### src/rtl/twiddle_server.sv
// FFT twiddle server: k -> (cos, -sin) from a quarter-wave ROM via quadrant symmetry.
// Response registered ROM_LAT+2 edges after accept; one request in flight, held until rsp_ready.
module twiddle_server #(
  parameter int ROM_LAT = 2,
  parameter int DW      = 16,
  parameter int LOG2_N  = 12
) (
  input  logic                 clk,
  input  logic                 rst_n,
  input  logic                 req_valid,
  output logic                 req_ready,
  input  logic [LOG2_N-1:0]    req_k,
  output logic                 rsp_valid,
  input  logic                 rsp_ready,
  output logic signed [DW-1:0] rsp_re,
  output logic signed [DW-1:0] rsp_im,
  output logic [LOG2_N-2:0]    rom_ad,
  output logic                 rom_ce,
  output logic                 rom_oce,
  output logic                 rom_reset,
  input  logic [DW-1:0]        rom_dout
);

  localparam int AW = LOG2_N - 1;
  localparam int QW = LOG2_N - 2;
  localparam int CW = (ROM_LAT > 1) ? $clog2(ROM_LAT) : 1;
  localparam logic [AW-1:0] Q_AD = AW'(1 << QW);

  typedef enum logic [2:0] {IDLE, RD_A, RD_B, WAIT, OUT} state_t;

  state_t               state;
  state_t               state_nxt;
  logic [1:0]           q_r;
  logic [QW-1:0]        r_r;
  logic [DW-1:0]        ta_r;
  logic [CW-1:0]        cnt;
  logic signed [DW-1:0] ta_s;
  logic signed [DW-1:0] tb_s;
  logic signed [DW-1:0] re_nxt;
  logic signed [DW-1:0] im_nxt;

  assign rom_ce    = 1'b1;
  assign rom_oce   = 1'b1;
  assign rom_reset = ~rst_n;

  always_ff @(posedge clk or negedge rst_n) begin
    if (!rst_n) state <= IDLE;
    else        state <= state_nxt;
  end

  always_comb begin
    state_nxt = state;
    case (state)
      IDLE:    if (req_valid) state_nxt = RD_A;
      RD_A:    state_nxt = RD_B;
      RD_B:    if (cnt == '0) state_nxt = WAIT;
      WAIT:    state_nxt = OUT;
      OUT:     if (rsp_ready) state_nxt = IDLE;
      default: state_nxt = IDLE;
    endcase
  end

  // TB arrives straight off the ROM in WAIT; TA was parked in ta_r one edge earlier.
  always_comb begin
    ta_s   = ta_r;
    tb_s   = rom_dout;
    re_nxt = ta_s;
    im_nxt = -tb_s;
    case (q_r)
      2'd0: begin re_nxt = ta_s;  im_nxt = -tb_s; end
      2'd1: begin re_nxt = -tb_s; im_nxt = -ta_s; end
      2'd2: begin re_nxt = -ta_s; im_nxt = tb_s;  end
      2'd3: begin re_nxt = tb_s;  im_nxt = ta_s;  end
      default: ;
    endcase
  end

  always_ff @(posedge clk or negedge rst_n) begin
    if (!rst_n) begin
      req_ready <= 1'b1;
      rsp_valid <= 1'b0;
      rsp_re    <= '0;
      rsp_im    <= '0;
      rom_ad    <= '0;
      q_r       <= '0;
      r_r       <= '0;
      ta_r      <= '0;
      cnt       <= '0;
    end else begin
      case (state)
        IDLE: begin
          if (req_valid) begin
            q_r       <= req_k[LOG2_N-1 -: 2];
            r_r       <= req_k[QW-1:0];
            rom_ad    <= {1'b0, req_k[QW-1:0]};
            req_ready <= 1'b0;
          end
        end
        RD_A: begin
          rom_ad <= Q_AD - {1'b0, r_r};
          cnt    <= CW'(ROM_LAT - 1);
        end
        RD_B: begin
          if (cnt == '0) ta_r <= rom_dout;
          else           cnt  <= cnt - 1'b1;
        end
        WAIT: begin
          rsp_re    <= re_nxt;
          rsp_im    <= im_nxt;
          rsp_valid <= 1'b1;
        end
        OUT: begin
          if (rsp_ready) begin
            rsp_valid <= 1'b0;
            req_ready <= 1'b1;
          end
        end
        default: ;
      endcase
    end
  end

endmodule

### config.mk
export PLATFORM = sky130hd
export DESIGN_NAME = twiddle_server
export DESIGN_NICKNAME = d
export VERILOG_FILES = /design/src/rtl/twiddle_server.sv
export SDC_FILE = /design/constraint.sdc
export NUM_CORES = 1
export LEC_CHECK = 0
export ABC_AREA = 1
export BUFFER_PORTS_ARGS = -buffer_cell sky130_fd_sc_hd__buf_2
export CAP_MARGIN = 20
export CORE_ASPECT_RATIO = 0.6
export CORE_MARGIN = 4
export CORE_UTILIZATION = 33
export DETAILED_ROUTE_END_ITERATION = 8
export GPL_TIMING_DRIVEN = 0
export SLEW_MARGIN = 25
export SYNTH_ARGS = -nofsm -noshare
export SYNTH_HDL_FRONTEND = slang
export SYNTH_SLANG_ARGS = --single-unit
export TNS_END_PERCENT = 20
### constraint.sdc
create_clock -name clk -period 4.71 [get_ports clk]
set_input_delay 0.942 -clock clk [delete_from_list [all_inputs] [get_ports clk]]
set_output_delay 0.942 -clock clk [all_outputs]
set_load 0.02 [all_outputs]
* Word-level counts from Yosys, hierarchy flattened
Cells that the tools add are included.
** Word-level totals
- Output and inout bits :: 48
- Word-level logic and storage cells :: 53
- Flip-flop bits (word level) :: 77
- Bits of input ports :: 32
** Cells by class
- Add/sub/neg operators :: 4
- Equal/unequal tests :: 10
- Mux-type cells :: 15
- Reduce and logical (&&, ||, !) cells :: 12
- Bitwise logic cells :: 2
** Operators by type and width (count)
- 16-bit one-hot mux with 4 select lines :: 2
- 16-bit negation :: 2
- 11-bit one-hot mux with 2 select lines :: 1
- 3-bit one-hot mux with 5 select lines :: 1
- 11-bit 2-to-1 mux :: 1
- 11-bit by 10-bit subtractor with 11-bit output, first input constant :: 1
- 3-bit 2-to-1 mux :: 3
- 2-bit AND reduction :: 4
- 2-bit nonzero test :: 4
- 3-bit by 2-bit equality test with 1-bit output, second input constant :: 2
- 2-bit != test, second input constant :: 3
- 1-bit one-hot mux with 2 select lines :: 3
- 3-bit AND reduction :: 2
- 2-bit equality test, second input constant :: 2
- 1-bit 2-to-1 mux :: 4
- 3-bit by 1-bit equality test with 1-bit output, second input constant :: 1
- 3-bit equality test, second input constant :: 1
- 3-bit logical NOT :: 1
- 2-bit by 1-bit equality test with 1-bit output, second input constant :: 1
- 2-bit logical NOT :: 1
- 1-bit inverter :: 2
- 1-bit subtractor, second input constant :: 1

* Depth between registers and ports, before layout
- Depth in word-level cells :: 3
- Mapped depth :: 12
- Mapped depth without buffers :: 12

* Worst setup path before layout
Ideal clock, no wire load.
- Kind :: input -> register
- Start :: input rom_dout[1]
- End :: register rsp_re[6]
- Library setup time :: 0.065 ns
- Buffers on the path :: 0
- Data arrival time :: 1.998 ns
- Cell stages on the path :: 9
- Data required time :: 4.645 ns
- Slack :: 2.647 ns
- Path through :: inv_1 -> ha_1 -> nand2_1 -> nor2_2 -> xor2_1 -> or2_2 -> nand2_1 -> nand2_1 -> nand2_1
** On the way
- Word-level cells in the longest chain between the ends :: 2
** RTL lines
- start, declared :: RTL line 21 : input logic [DW-1:0] rom_dout
- 16-bit negation :: RTL line 71 : 2'd1: begin re_nxt = -tb_s; im_nxt = -ta_s; end
- 16-bit one-hot mux with 4 select lines :: RTL line 69 : case (q_r)
- end signal, assigned :: RTL line 108 : rsp_re <= re_nxt;
- end, declared :: RTL line 15 : output logic signed [DW-1:0] rsp_re,
No other way between the ends.
A chain may end at the register's enable or synchronous reset.

* Final worst setup path
- Start :: input rst_n
- End :: output rom_reset
** On the way
- Word-level cells in the longest chain between the ends :: 1
** RTL lines
- start, declared :: RTL line 9 : input logic rst_n,
- 1-bit inverter :: RTL line 44 : assign rom_reset = ~rst_n;
- end, declared :: RTL line 20 : output logic rom_reset,
No other way between the ends.

==> reports/qor.txt <==
status: complete, no violations
worst slew pin tran: 0.6649 ns
Worst setup SP type: primary input
row count: 33
FF+latch area: 1928 um2
via count of the first global-routing pass: 4423
LEAKAGE: 2.994 nW
final setup TNS: 0 ns
routed length on met3: 1852 um
Starting Density: 34.40%
Synth Area in Simple Gates: 33.53%
chip height: 101.3 um
crit path max fanout: 51
final worst path period need: 2.679 ns
Max IR drop VDD: 0.0002670 V
Worst EP arrival: 1.74 ns
syn_area_per_cell: 7.113 um2
clk sink count: 77
share of cells above drive strength 1: 19.79%
Highest Signal Layer: met4
synthesized area: 4787 um2
post-synthesis mux area share: 0%
cts bufs inserted: 9
GPL Wtd Cong: 0.9551
initial DRC count: 554
RSZ-0062 raised after global routing: no
PostCTS Resize Cnt: 0
core area: 13910 um2
Worst-Skew Late Latency: 0.35 ns
Synth top area share: 39.73%
Seq/Total Area, Yosys: 40.28%
htree depth: 3
GRT overflow: 0
DR vias: 4752
die width: 163.5 um
Worst EP required: 3.77 ns
overall global routing resource usage: 19.64%
first-pass GRT wire length: 24950 um
Routed met1 length: 8238 um
Crit Path Class: in -> out
Tcrit/Tclk final: 56.88%
Synth area leader: dfrtp_1
Cell Pwr Density: 741.3 nW/um2
hold crit path type: in -> async
Worst Path Buf+Inv: 4
r2r endpoint: rsp_im[9]$_DFFE_PN0P_
Worst Hold Slack: 0.4640 ns
Final nets: 798
setup bufs post-CTS: 0
CTS tree: built
cells after synthesis: 673
largest family of logic cells by synthesized area: simple AND/OR/NAND/NOR gates
CTS Buffer Depth: 2
Fin. Hold Viols: 0
CP Capture Type: primary output
slowest stage cell on the critical path: buf_16
pin count of the biggest net entering global routing: 52
final setup fails: 0
Post-Synth Adder-Cell Area: 0.7841%
Post-synth EDFFs: 0
Root Driver: clkbuf_16
I/O Pins: 80
Synth Register Bits: 77
Synth Area in Compound Gates: 12.86%
Syn. warnings: 0
clock slew at reported path FFs: 0.07 ns
Synth area leaders: dfrtp_1, nand2_1, nand3_1
ys flop type: dfrtp_1
skew final: 0.01463 ns
Netlist cell types: 41
Slew headroom: 55.67%
routed length per instance: 16.56 um
1st-pass router iterations: 7
Post-Synth XOR/XNOR Area: 2.561%
most frequent cells after synthesis: nand2_1, dfrtp_1, inv_1
fmax: 373.3 MHz
worst-path cell chain: buf_6 -> buf_16 -> inv_1 -> buf_2
path depth of the worst reg2reg path: 7
PortBufs: 77
Vias/cell: 4.950
Slew Viols, Final: 0
total length of routed wires: 15900 um
CP peak stage delay: 0.30 ns
area of the multi-input gates: 2389 um2
post-detail-place hpwl: 11940 um
cts-stage hold buffer count: 0
detailed-route DRC error count: 0
count leader, synth: nand2_1
area grow syn2layout: 19.76%
die area: 16560 um2
CP top delay family: buffers and inverters
initial antenna violation count: 0
n_diodes: 0
worst r2r src: q_r[0]$_DFFE_PN0P_
met2 WL: 5698 um
ys async rst share: 100.0%
final antenna-violating net count: 0
Max Cap Violations: 0
worst reg2reg setup slack: 2.81 ns
# fillers: 1496
==> area by class of cell <==
cell class	count	share of cell area (%)
clock inverters	6	0.7639
plain buffers	26	3.448
well taps	192	4.190
inverters	73	4.823
clock buffers	10	4.168
multi-input cells	498	41.66
repair buffers	78	7.311
flip-flops and latches	77	33.63
==> placed cells by master (no fill, tap or decap), types with 6 or more instances in the layout <==
master	synthesis	layout
o21ai_1	23	23
inv_2	8	8
o21ai_0	52	52
buf_4	6	6
buf_6	9	10
dfrtp_1	76	76
inv_1	62	62
nand2_1	246	246
nand4_1	6	6
nor2_2	8	8
nor2_1	37	37
xor2_1	13	13
a21oi_1	7	7
a221oi_1	7	7
buf_2	8	84
clkbuf_16	0	9
nand3_1	54	54
==> cell families after synthesis <==
family	Yosys count
simple gates	371
compound gates	108
other cells	1
xor+xnor	14
fa+ha+maj	3
buf+inv	99
flops	77
==> routing by layer <==
metal / GRT usage, % / vias up
met3: 6.669 / 9
met5: 0 / -
met1: 31.61 / 2153
met4: 3.995 / 0
li1: - / 2346
met2: 24.55 / 244
==> power breakdown <==
group / total, mW / leakage (nW) / internal (mW) / switching, mW
Combinational: 2.32 / 1.92 / 0.763 / 1.56
Sequential: 1.26 / 0.933 / 0.995 / 0.261
Clock: 0.676 / 0.140 / 0.375 / 0.301
Total: 4.25 / 2.99 / 2.13 / 2.12
==> sequential cells by signal, indices dropped and copies added (netlist names) <==
register and cells:
rsp_valid 1, q_r 2, rsp_re 16, cnt 1, r_r 10, ta_r 16, rom_ad 11, req_ready 1
state 3, rsp_im 16
==> worst register-to-register path: stages (launching register included) <==
cell,delay [ns]
dfrtp_1,0.36
buf_4,0.18
inv_4,0.14
clkbuf_1,0.54
o21ai_0,0.21
nand3_1,0.13
nand3_1,0.17
nand2_1,0.10
==> stage by stage <==
stage | instances | total power, mW | utilization, % | setup WS (ns) | cell area [um2]
detailed placement | 944 | 3.549 | 39.17 | 1.988 | 5450
floorplan | 674 | 2.800 | - | 2.647 | 4791
global placement | 943 | 3.525 | 38.93 | 1.081 | 5416
global route | 960 | 4.601 | 41.20 | 1.877 | 5733
CTS | 960 | 4.246 | 41.20 | 1.989 | 5733
finish | 960 | 4.250 | 41.20 | 2.031 | 5733
==> how the worst max path moves through the flow <==
stage	from	to	slack [ns]	cells after the start
after global placement	rst_n	rom_reset	1.08	3
after CTS	rst_n	rom_reset	1.99	4
after floorplan	rom_dout[1]	rsp_re[6]$_DFFE_PN0P_	2.65	9
final	rst_n	rom_reset	2.03	4
after detailed placement	rst_n	rom_reset	1.99	4
after global routing	rst_n	rom_reset	1.88	4
Note: power is estimated with default switching activity, not from simulation.
